File: src/rtl/ex_mem_pkg.sv
// Shared types and constants for the EX/MEM pipeline register stage.
package ex_mem_pkg;

  typedef enum logic {
    IDLE = 1'b0,
    TRAP = 1'b1
  } state_t;

  localparam logic [4:0]  EXC_OV    = 5'd12;
  localparam int unsigned OVF_CNT_W = 16;
  localparam int unsigned XLEN      = 32;
  localparam int unsigned REG_W     = 5;

  // Everything that travels from EX into MEM as one registered payload
  typedef struct packed {
    logic             valid;
    logic [XLEN-1:0]  alu_out;
    logic [XLEN-1:0]  rt_data;
    logic [REG_W-1:0] rd;
    logic             reg_write;
    logic             mem_read;
    logic             mem_write;
    logic             mem_to_reg;
    logic             branch_taken;
    logic [XLEN-1:0]  branch_target;
  } mem_payload_t;

endpackage

File: src/rtl/ex_mem_stage.sv
// EX/MEM pipeline register with stall/flush control and an overflow trap FSM.
module ex_mem_stage
  import ex_mem_pkg::*;
(
  input  logic        clk,
  input  logic        rst,
  input  logic        stall,
  input  logic        flush,
  input  logic        ex_valid,
  input  logic [31:0] ex_pc,
  input  logic [31:0] ex_alu_out,
  input  logic        ex_zero,
  input  logic        ex_overflow,
  input  logic        ex_ovf_check,
  input  logic [31:0] ex_rt_data,
  input  logic [4:0]  ex_rd,
  input  logic        ex_reg_write,
  input  logic        ex_mem_read,
  input  logic        ex_mem_write,
  input  logic        ex_mem_to_reg,
  input  logic        ex_branch,
  input  logic        ex_branch_ne,
  input  logic [31:0] ex_branch_target,
  input  logic        exc_ack,
  output logic        mem_valid,
  output logic [31:0] mem_alu_out,
  output logic [31:0] mem_rt_data,
  output logic [4:0]  mem_rd,
  output logic        mem_reg_write,
  output logic        mem_mem_read,
  output logic        mem_mem_write,
  output logic        mem_mem_to_reg,
  output logic        branch_taken,
  output logic [31:0] branch_target,
  output logic        exc_req,
  output logic [31:0] epc,
  output logic [4:0]  exc_cause,
  output logic [15:0] ovf_count
);

  state_t                 state_q, state_d;
  mem_payload_t           pl_q, pl_d;
  logic [XLEN-1:0]        epc_q;
  logic [4:0]             cause_q;
  logic [OVF_CNT_W-1:0]   ovf_cnt_q;
  logic                   trap_c;
  logic                   load_c;
  logic                   bubble_c;

  always_ff @(posedge clk or posedge rst) begin
    if (rst) state_q <= IDLE;
    else     state_q <= state_d;
  end

  // Trap detection, next state and the payload selected for this edge
  always_comb begin
    state_d  = state_q;
    trap_c   = 1'b0;
    load_c   = flush | ~stall;
    bubble_c = 1'b0;
    pl_d     = '0;

    case (state_q)
      IDLE: begin
        trap_c = ~stall & ~flush & ex_valid & ex_overflow & ex_ovf_check;
        if (trap_c) state_d = TRAP;
      end
      TRAP: begin
        if (exc_ack && load_c) state_d = IDLE;
      end
      default: state_d = IDLE;
    endcase

    bubble_c = flush | trap_c | (state_q == TRAP) | ~ex_valid;

    if (!bubble_c) begin
      pl_d.valid         = 1'b1;
      pl_d.alu_out       = ex_alu_out;
      pl_d.rt_data       = ex_rt_data;
      pl_d.rd            = ex_rd;
      pl_d.reg_write     = ex_reg_write;
      pl_d.mem_read      = ex_mem_read;
      pl_d.mem_write     = ex_mem_write;
      pl_d.mem_to_reg    = ex_mem_to_reg;
      pl_d.branch_taken  = ex_branch & (ex_zero ^ ex_branch_ne);
      pl_d.branch_target = ex_branch_target;
    end
  end

  always_ff @(posedge clk or posedge rst) begin
    if (rst) begin
      pl_q      <= '0;
      epc_q     <= '0;
      cause_q   <= '0;
      ovf_cnt_q <= '0;
    end else begin
      if (load_c) pl_q <= pl_d;
      if (trap_c) begin
        epc_q   <= ex_pc;
        cause_q <= EXC_OV;
        if (ovf_cnt_q != {OVF_CNT_W{1'b1}})
          ovf_cnt_q <= ovf_cnt_q + OVF_CNT_W'(1);
      end
    end
  end

  assign mem_valid      = pl_q.valid;
  assign mem_alu_out    = pl_q.alu_out;
  assign mem_rt_data    = pl_q.rt_data;
  assign mem_rd         = pl_q.rd;
  assign mem_reg_write  = pl_q.reg_write;
  assign mem_mem_read   = pl_q.mem_read;
  assign mem_mem_write  = pl_q.mem_write;
  assign mem_mem_to_reg = pl_q.mem_to_reg;
  assign branch_taken   = pl_q.branch_taken;
  assign branch_target  = pl_q.branch_target;
  assign exc_req        = (state_q == TRAP);
  assign epc            = epc_q;
  assign exc_cause      = cause_q;
  assign ovf_count      = ovf_cnt_q;

endmodule
File: config.mk
export PLATFORM = sky130hd
export DESIGN_NAME = ex_mem_stage
export DESIGN_NICKNAME = d
export VERILOG_FILES = /design/src/rtl/ex_mem_pkg.sv /design/src/rtl/ex_mem_stage.sv
export SDC_FILE = /design/constraint.sdc
export NUM_CORES = 1
export LEC_CHECK = 0
export ABC_AREA = 0
export CORE_ASPECT_RATIO = 2
export CORE_MARGIN = 8
export CORE_UTILIZATION = 31
export CTS_CLUSTER_SIZE = 40
export DETAILED_ROUTE_END_ITERATION = 6
export PLACE_DENSITY_LB_ADDON = 0.25
export RECOVER_POWER = 50
export SLEW_MARGIN = 15
export SYNTH_ARGS = -nofsm -noshare
export SYNTH_HDL_FRONTEND = slang
export SYNTH_SLANG_ARGS = --single-unit
File: constraint.sdc
create_clock -name clk -period 14.8 [get_ports clk]
set_clock_uncertainty 0.05 [all_clocks]
set_input_delay 2.96 -clock clk [delete_from_list [all_inputs] [get_ports clk]]
set_output_delay 2.96 -clock clk [all_outputs]
set_load 0.1 [all_outputs]
# Word-level counts from Yosys, hierarchy flattened
# Cells that the tools add are included.
# W data, S select, Z words.
totals:
  register_bits: 157
  output_inout_bits: 161
  inputBits: 148
  word_cells: 37
op_classes:
  bitwise_logic: 14
  n_reduce_logical: 2
  eq_ne: 1
  addsub: 1
  n_mux: 5
op_table:
  columns: ["cell", "count"]
  rows:
  - ["$mux W107", 1]
  - ["$add A16 B1 Y16 const B", 1]
  - ["$ne A16 B16 Y1 const B", 1]
  - ["$and A1 B1 Y1", 5]
  - ["$not A1 Y1", 4]
  - ["$or A1 B1 Y1", 4]
  - ["$mux W1", 3]
  - ["$pmux W1 S2", 1]
  - ["$reduce_and A2 Y1", 1]
  - ["$logic_and A1 B1 Y1", 1]
  - ["$xor A1 B1 Y1", 1]

# Logic depth before layout (Yosys ltp)
# Gate-level depths: netlist of the first run.
depth:
  ltp_word: 10
  depth_mapped: 6

# Least setup slack after synthesis of the first run
# No wires, ideal clock.
synth_timing:
  kind: "register to output"
  start: "reg exc_cause[2] (netlist name)"
  end: "out exc_cause[3]"
  t_arrival_ps: 1333
  t_required_ps: 11790
  path_slack_ps: 10457
  path_stages_with_launch: 2
  n_path_buf: 1
  path_cell_list: "dfrtp_1 > buf_4"
synth_lines:
  columns: ["element", "line", "source"]
  rows:
  - ["end, declared", "ex_mem_stage.sv:37", "output logic [4:0] exc_cause,"]
# No word-level cell between the ends.

# Worst setup path in the final report of the first run
layout_timing:
  start: "in flush"
  end: "reg pl_q (netlist bit branch_target[31])"
layout_via:
  elab_chain_len: 10
  elab_cells_between_ends: 11
  cone_classes: "mux (2); bitwise (9)"
layout_lines:
  columns: ["element", "line", "source"]
  rows:
  - ["start, declared", "ex_mem_stage.sv:8", "input logic flush,"]
  - ["$not A1 Y1", "ex_mem_stage.sv:65", "trap_c = ~stall & ~flush & ex_valid & ex_overflow & ex_ovf_check;"]
  - ["$and A1 B1 Y1 (4 in a row)", "ex_mem_stage.sv:65", null]
  - ["$mux W1", "ex_mem_stage.sv:63", "case (state_q)"]
  - ["$or A1 B1 Y1 (3 in a row)", "ex_mem_stage.sv:74", "bubble_c = flush | trap_c | (state_q == TRAP) | ~ex_valid;"]
  - ["$mux W107", "ex_mem_stage.sv:76", "if (!bubble_c) begin"]
  - ["end signal, assigned", "ex_mem_stage.sv:97", "if (load_c) pl_q <= pl_d;"]
  - ["end, declared", "ex_mem_stage.sv:42", "mem_payload_t pl_q, pl_d;"]
# Several ways; a longest one is shown, not always the timed one.
# A chain may end at the register's enable or synchronous reset.

==> impl_results.md, run 1 <==
- Status: finished, violations left
- Failing checks: capacitance limit, slew limit
- Endpoint, Worst Hold: epc[30]
- CP endpoint kind: register
- CP max stage delay: ~3.4 ns
- Most common cell after layout, fill and taps aside: clkdlybuf4s50_1
- Unrepaired setup endpoints after global routing: false
- Arr. time, crit path: around 8.7 ns
- Max IR drop VDD: 0.000117 V
- Fin area: 9760 um^2
- Met3 Usage GRT: ~6.2%
- Fin cells: a little over 1000
- Post-Synthesis Cells: 462
- Fin. Hold Viols: 0
- Iter 0 DRT Violations: approximately 220
- Die ar.: between 20000 and 25000 um^2
- Setup TNS: 0 ns
- First-pass GRT wire length: about 31 mm
- Mux share of post-synthesis cell area: 0.445%
- Worst setup path category: in -> reg
- # setup viols final: 0
- Slew @ Worst Pin: 5.03 ns
- Total global routing overflow: 0
- Mapped Area: roughly 6000 um^2
- Startpoint types: input port
- Grt met1 use: between 15 and 20%
- #FFs+latches synth: approximately 160
- Total power: roughly 1.4 mW
- Vias per std cell: ~4.7
- Post-synthesis simple-gate area fraction: between 10% and 20%
- Synth cell types: 33
- Largest net degree at the start of global routing: 109
- Final ANT Viol Nets: 0
- Adder-cell share of the synthesized area: less than 1%
- GR peak layer: met2
- Global Route met2 Usage: 30.6%
- Post-synthesis xor/xnor area fraction: under 10%
- Max clock buf depth: 2
- Total track usage: 17.0%
- Die X: between 100 and 150 um
- Hold_buf cts: 0
- WL final: 20.6 mm
- CTS resizes: 0
- CTS root buf: clkbuf_16
- Net count, final: 905
- Pre-antenna DRT Iters: 4
- CTS tree: yes
- Detailed placer's ending HPWL: approximately 15 mm
- Num rows: 71
- Worst-path clk slew: 0.06 ns
- Per-cell routed wire length: between 20 and 25 um
- Slowest CP cell: clkbuf_1
- R2R Setup Slk: 9.18 ns
- Initial Utilization: 31.5%
- Reg-to-reg endpoint: branch_target[31]
- Post-CTS Setup Bufs: 0
- CP required: around 15 ns
- R2R cell count: 4
- Leakage: roughly 4.4 nW
- Pre-CTS setup slack: approximately 9.4 ns
- Final Util: between 50 and 60%
- Avg Cell Area, Syn: 12.8 um^2
- Port-buffer cells: 305
- WHS Path Cells: 2
- Final worst setup slack: approximately 6.4 ns
- Core Box Area: about 19000 um^2
- Min Tclk post-route: around 8.4 ns
- Worst r2r src: exc_req
- Main combinational cell family by area after synthesis: compound AO/OA/AOI/OAI gates
- CTS buffer count: 17
- IO Pins: ~310
- Delay-heaviest family, CP: buffers and inverters
- Critical path fanouts, max: roughly 110
- Pwr dens: about 140 nW/um^2
- Max Clk Rate: 119 MHz
- YS warnings: 0
- Gpl congestion: just under 0.8
- Max Cap Viol: 3
- DP Cell Count: 992
- Final Slew Violations: around 220
- Critical path cell sequence: dlygate4sd3_1 -> nor4b_1 -> nor2b_4 -> clkbuf_1 -> a22o_1
- Hold WC Path Type: reg -> reg
- Compound-Gate Fraction of Synth Area: between 15 and 20%
- H-tree levels: 4
- Buf/Inv on CP: 2
- Post-DP Area: around 9200 um^2
- Syn-to-layout area delta: 65.3%
- DRC viols: 0
- Most frequent cells in the layout: clkdlybuf4s50_1 (303), dfrtp_1 (157), a22o_1 (105)
- Fraction of layout cells with a size suffix above 1: 5.33%
- Seq/Total Area, Yosys: between 60% and 70%
- Chip Height: about 210 um
- Number of global-route vias before repair: approximately 5400
- Clock Sinks: ~160
- HP Start: epc[30]
- Period utilization: a little under three fifths
- Relative slew margins: -235%
- Via Count: just under 5000
- Worst skew pair latency: 0.42 ns
- Initial antenna violation count: 1
- Hold Slack: around 0.42 ns
## logic make-up (layout without fill, tap and decap cells)
group | after synthesis | in the layout
mux | 2 | 2
flops | 157 | 157
compound gates | 108 | 108
other cells | 1 | 4
buf+inv | 39 | 344
xor+xnor | 15 | 15
simple gates | 139 | 139
fa+ha+maj | 1 | 1
## worst max-delay path by stage
stage                       from                end  slack (ns)  cells after the start
floorplan                    rst       branch_taken        7.56                      1
global placement           flush       branch_taken        9.47                      5
CTS                 ovf_count[5]       ovf_count[5]        9.63                      1
detailed placement         flush  branch_target[21]        9.39                      5
global route               flush    mem_alu_out[26]        6.04                      5
finish                     flush  branch_target[31]        6.42                      5
## metal layers
| layer | wire [um] | vias to the layer above |
|---|---|---|
| met5 | 0 | - |
| li1 | - | 2216 |
| met3 | 1690 | 33 |
| met4 | 690 | 0 |
| met2 | 11000 | 209 |
| met1 | 7230 | 2367 |
## report_power, final
group / switching [mW] / internal (mW) / total [mW]
logic: 0.305 / 0.108 / 0.412
registers: 0.0211 / 0.461 / 0.482
clock network: 0.174 / 0.296 / 0.470
total: 0.500 / 0.865 / 1.36
## tightest hold or removal path, stage by stage (launching register included)
cell and delay [ns]:
dfrtp_1 0.34, nand2_1 0.05, nand2_1 0.05
## cell usage after synthesis, drive strengths merged
cell / instances / share of area, %
a21o: 1 / 0.13
a22o: 105 / 16
a32o: 1 / 0.17
and2: 4 / 0.42
and3: 1 / 0.11
and4: 1 / 0.17
buf: 22 / 2.2
clkbuf: 14 / 0.89
conb: 1 / 0.064
dfrtp: 157 / 67
ha: 1 / 0.21
inv: 3 / 0.19
mux2: 2 / 0.45
nand2: 104 / 6.6
nand2b: 1 / 0.11
nand3: 2 / 0.17
nand4: 5 / 0.78
nor2: 2 / 0.17
nor2b: 2 / 0.21
nor3: 7 / 0.59
nor3b: 3 / 0.38
nor4: 3 / 0.57
nor4b: 3 / 0.81
o21ai: 1 / 0.085
or3: 1 / 0.19
xor2: 15 / 2.2
## area by class of cell
cell class	instances	area, um^2
Fill cell	1617	8990
Multi-Input combinational cell	268	1780
Inverter	3	12.5
Antenna cell	1	2.50
Clock buffer	22	474
Sequential cell	157	3930
Clock inverter	10	161
Tap cell	255	319
Timing Repair Buffer	309	3080
No activity file was read; power rests on OpenSTA's default activity.
==> inputs of run 2 (changes only) <==
clock period = 7.2 ns   (was 14.8 ns; I/O delays follow)
==> impl_results.md, run 2 (synthesized netlist as in run 1, its figures left out) <==
- Arr. time, crit path: about 5.3 ns
- Slowest CP cell: clkinvlp_2
- Critical path cell sequence: dlygate4sd3_1 -> clkinvlp_2 -> buf_4
- CP required: approximately 7.6 ns
- Gpl congestion: 0.763
- IO Pins: just over 300
- Critical Path Source: rst
- Startpoint types: input port
- Vias per std cell: 4.77
- DRC viols: 0
- Initial Utilization: between 30% and 40%
- Critical path fanouts, max: just under 90
- Per-cell routed wire length: approximately 20 um
- Relative slew margins: -164%
- Max clock buf depth: 2
- Most frequent cells in the layout: clkdlybuf4s50_1 (303), dfrtp_1 (157), a22o_1 (105)
- Pre-antenna DRT Iters: 5
- CTS root buf: clkbuf_16
- Delay-heaviest family, CP: buffers and inverters
- Iter 0 DRT Violations: around 220
- CTS tree: yes
- Final ANT Viol Nets: 0
- Period utilization: slightly below 70%
- Die X: approximately 110 um
- Fraction of layout cells with a size suffix above 1: approximately 5.5%
- Post-CTS Setup Bufs: 0
- DP Cell Count: 992
- Pwr dens: approximately 290 nW/um^2
- Leakage: around 4.4 nW
- Die ar.: roughly 24000 um^2
- Detailed placer's ending HPWL: 15.6 mm
- CP endpoint kind: asynchronous set/reset pin
- Hold_buf cts: 0
- Worst skew pair latency: roughly 0.42 ns
- Most common cell after layout, fill and taps aside: clkdlybuf4s50_1
- Port-buffer cells: 305
- Num rows: 71
- Syn-to-layout area delta: 65.3%
- Via Count: roughly 5000
- Total global routing overflow: 0
- HP Start: epc[13]
- Failing checks: capacitance limit, slew limit
- WL final: about 21 mm
- Net count, final: roughly 900
- Max Cap Viol: 2
- Worst setup path category: in -> async
- CTS buffer count: 17
- # setup viols final: 0
- CTS resizes: 0
- Final Slew Violations: between 100 and 150
- Number of global-route vias before repair: roughly 5500
- Worst r2r src: exc_req
- Fin. Hold Viols: 0
- Largest net degree at the start of global routing: 109
- Slew @ Worst Pin: just under 4 ns
- Min Tclk post-route: a little under 5 ns
- Worst-path clk slew: around 0.060 ns
- Fin cells: 1028
- Setup TNS: 0 ns
- Core Box Area: roughly 19000 um^2
- H-tree levels: 4
- Max Clk Rate: about 200 MHz
- Clock Sinks: roughly 160
- Initial antenna violation count: 4
- Total track usage: ~18%
- Buf/Inv on CP: 3
- Status: finished, violations left
- CP max stage delay: about 2.2 ns
- First-pass GRT wire length: between 30 and 40 mm
- Hold WC Path Type: reg -> reg
- Max IR drop VDD: roughly 0.0002 V
- Unrepaired setup endpoints after global routing: false
- Chip Height: ~210 um
-- run 2: changes by cell type in the layout (fill, tap and decap cells not counted) --
cell        change
clkbuf_1        -1
buf_4           +1
clkinv_4        -1
clkinvlp_4      +1
diode_2         +3
clkinv_2        +1
clkbuf_8        -1
-- run 2: worst min-delay path, cell delays in order, from the launching register on --
cell and delay, ns:
dfrtp_1 0.34, nand2_1 0.05, nand2_1 0.05
-- run 2: cell type report --
| type | count | area, um^2 |
|---|---|---|
| diodes | 4 | 10.0 |
| clock buffers | 21 | 460 |
| clock inverters | 11 | 165 |
| fillers | 1638 | 8990 |
| inverters | 3 | 12.5 |
| multi-input cells | 268 | 1780 |
| flip-flops and latches | 157 | 3930 |
| well taps | 255 | 319 |
| repair buffers | 309 | 3080 |
-- run 2: metal layers --
| metal | routed length (um) | global-route usage [%] | vias up |
|---|---|---|---|
| met2 | 11300 | 31.3 | 231 |
| met5 | 0 | 0 | - |
| met3 | 1750 | 6.70 | 34 |
| met4 | 714 | 9.16 | 0 |
| li1 | - | - | 2215 |
| met1 | 7180 | 17.4 | 2427 |
-- run 2: path summary, 6_finish.rpt --
kind	to	slack (ns)	cells past startpoint
worst max-delay path	ovf_count[3]	2.27	3
worst min-delay path	epc[13]	0.42	2
worst max register to register	mem_alu_out[12]	4.02	4
worst min register to register	epc[13]	0.42	2
max in group clk	mem_alu_out[12]	2.78	5
min in group asynchronous	mem_rt_data[22]	2.58	2
-- run 2: stage by stage --
stage / hold WS [ns] / power, mW / utilization, % / setup slack (ns) / instance area [um^2]
after floorplan: 0.908 / 1.59 / - / 1.48 / 5910
after global placement: 0.407 / 1.85 / 48.8 / 2.86 / 9150
after detailed placement: 0.416 / 1.86 / 48.8 / 2.75 / 9150
after CTS: 0.430 / 2.84 / 52.2 / 3.22 / 9780
after global routing: 0.449 / 2.90 / 52.1 / 1.56 / 9760
final: 0.423 / 2.80 / 52.1 / 2.27 / 9760
-- run 2: where the power goes --
| part | switching (mW) | total, mW | leakage (nW) | internal (mW) |
|---|---|---|---|---|
| Sequential | 0.0444 | 0.993 | 2.12 | 0.948 |
| Clock | 0.360 | 0.956 | 0.295 | 0.597 |
| Combinational | 0.630 | 0.850 | 2.02 | 0.220 |
| Total | 1.03 | 2.80 | 4.44 | 1.76 |
==> patch, RTL diff (flow settings as in run 2) <==
Reset style: synchronous (`rst`), changed in 2 clocked blocks.
--- a/src/rtl/ex_mem_stage.sv
+++ b/src/rtl/ex_mem_stage.sv
@@ -48,5 +48,5 @@
   logic                   bubble_c;
 
-  always_ff @(posedge clk or posedge rst) begin
+  always_ff @(posedge clk) begin
     if (rst) state_q <= IDLE;
     else     state_q <= state_d;
@@ -88,5 +88,5 @@
   end
 
-  always_ff @(posedge clk or posedge rst) begin
+  always_ff @(posedge clk) begin
     if (rst) begin
       pl_q      <= '0;
Formal check against the unedited RTL: differs if rst is asserted again (counterexample within 4 cycles, from zero or initial values and one cycle with rst high); with rst held inactive, the same outputs for 4 cycles.
==> patch against run 2 <==
The run still ends with capacitance limit, slew limit left. Routed wire length shrank 4.9%. Synthesized area is 5.8% lower. Critical path depth grew 3. Worst setup slack got worse by 0.027 ns. Die area is 5.2% lower. Utilization rose by 0.86 points. Sequential cell count is the same. First-iteration DRC count grew 2.3%. Cell count increased by 9.2%. Cell area down 4.0%.
Power is not compared: it rests on default switching activity, and its combinational part moved more than twofold at a synthesized area within 25%.
==> patch: results (changes against run 2) <==
The flow ran to the end, but the final reports show violations. The final reports fail on capacitance limit, slew limit. The number of different library cells in the post-synthesis netlist is 32 (-3.0%). The worst slew margin relative to its limit came to -91.00% (+73 points).

After synthesis, the cell types taking the most area are dfxtp_1 (57%), a22oi_1 (14%), nor2_1 (8.1%). The detailed route wirelength on metal2 was 10370 um (-8.2%). The number of nets in the layout came out at 1046 (+16%). The depth of the most critical reg-to-reg path is 5 (+1). The initial DRC count came out at 221 (+2.3%). The area share of xor/xnor cells in the synthesized design is 0.1576% (-2.1 points). The total of fill cells in the finished design is 1619 (-1.2%).

The placer congestion estimate is 0.7459 (-2.2%). The detailed-placement wirelength estimate came out at 14560 um (-6.7%). The sequential share of the synthesized area came to 56.55% (-10 points). The last element of the critical path is branch_target[29]$_SDFFE_PP0N_. The share of layout cells above drive strength 1 is 4.835% (-0.63 points).

The launch instance of the worst min-delay path is epc[2]$_SDFFE_PP0P_. The post-place setup slack came to 3.090 ns (+0.3357 ns). The first-pass GRT wire length came out at 30930 um (-4.8%). The sum of routed wire length over all layers was 19910 um (-4.9%). The number of cells produced by synthesis is 620 (+34%). The area share of the largest cell type after synthesis is 56.55% (-10 points). STA classifies the critical path endpoint as a flip-flop. The number of pins exceeding their max-slew limit in the final report came out at 62 (-50%). The path with the worst hold slack has its endpoint at epc[2]$_SDFFE_PP0P_. The slowest library cell on the worst path is clkbuf_1.

The filler-free cell count of the finished design came to 1123 (+9.2%). The global routing usage on met1 is 16.99% (-0.45 points). The maximum number of pins on one net before global-route repair came out at 85 (-22%). In the synthesized netlist the dominant register cell turns out to be dfxtp_1. The proportion of register bits with asynchronous set or reset after synthesis is 0% (-100 points). The detailed-route wire length on metal 1 is 7431 um (+3.5%). The complex-gate fraction of the synthesized area is 19.83% (+3.9 points). In this run the critical register-to-register path is captured at branch_target[29]$_SDFFE_PP0N_. Overall power consumption after layout is estimated at 2.150 mW.

The met2 layer usage reported by global route is 30.17% (-1.1 points). The overall via count from detail_route is 5497 (+12%). The max-capacitance violation count is 2 (unchanged). The required time of the worst setup path came out at 7.50 ns (-0.08 ns). Ranked by instance count, the synthesized netlist is headed by dfxtp_1 (157), nor2_1 (120), a22oi_1 (105), nand2_1 (71), clkbuf_1 (45). The total global routing track utilization is 17.00% (-0.68 points).

The worst hold slack across all endpoints is 0.3986 ns (-0.02474 ns). The critical-path maximum fanout came out at 61 (-31%). The total met3 wirelength after detailed routing came out at 1799 um (+2.6%).

The period utilization came out at 68.85% (+0.37 points). The worst register-to-register path begins at exc_req$_SDFF_PP0_. The instance area at placement came to 8730 um2 (-4.6%).

The adder and majority gate portion of the synthesized area came out at 0.2251% (+0.013 points).
patch: changes by cell type after synthesis, sizes merged, moves of 32 or more:
| cell | delta |
|---|---|
| clkbuf | +32 |
| a22oi | +105 |
| dfxtp | +157 |
| nor2 | +118 |
| nand2 | -33 |
| a22o | -105 |
| dfrtp | -157 |
| a21oi | +43 |
patch: cells by family after synthesis:
family	count (synthesis)
other	1
xor gates and xnor gates	1
and+or+nand+nor	231
buffers and inverters	61
adders and majority gates	1
AOI/OAI and AO/OA	162
DFF	157
muxes	6
patch: cell type report:
class                      count  area [um2]  area share, %
sequential                   157        3143          33.56
timing repair buffer         312        3095          33.05
multi-input combinational    404        2185          23.33
clock buffer                  19       442.9          4.729
tap                          213       266.5          2.846
clock inverter                13       214.0          2.285
inverter                       5       18.77         0.2004
patch: worst max-delay path, delay by kind of cell:
family | cells | cell delay [ns]
AO/OA/AOI/OAI | 1 | 0.32
AND/OR/NAND/NOR | 2 | 0.32
buffers and inverters | 3 | 3.09
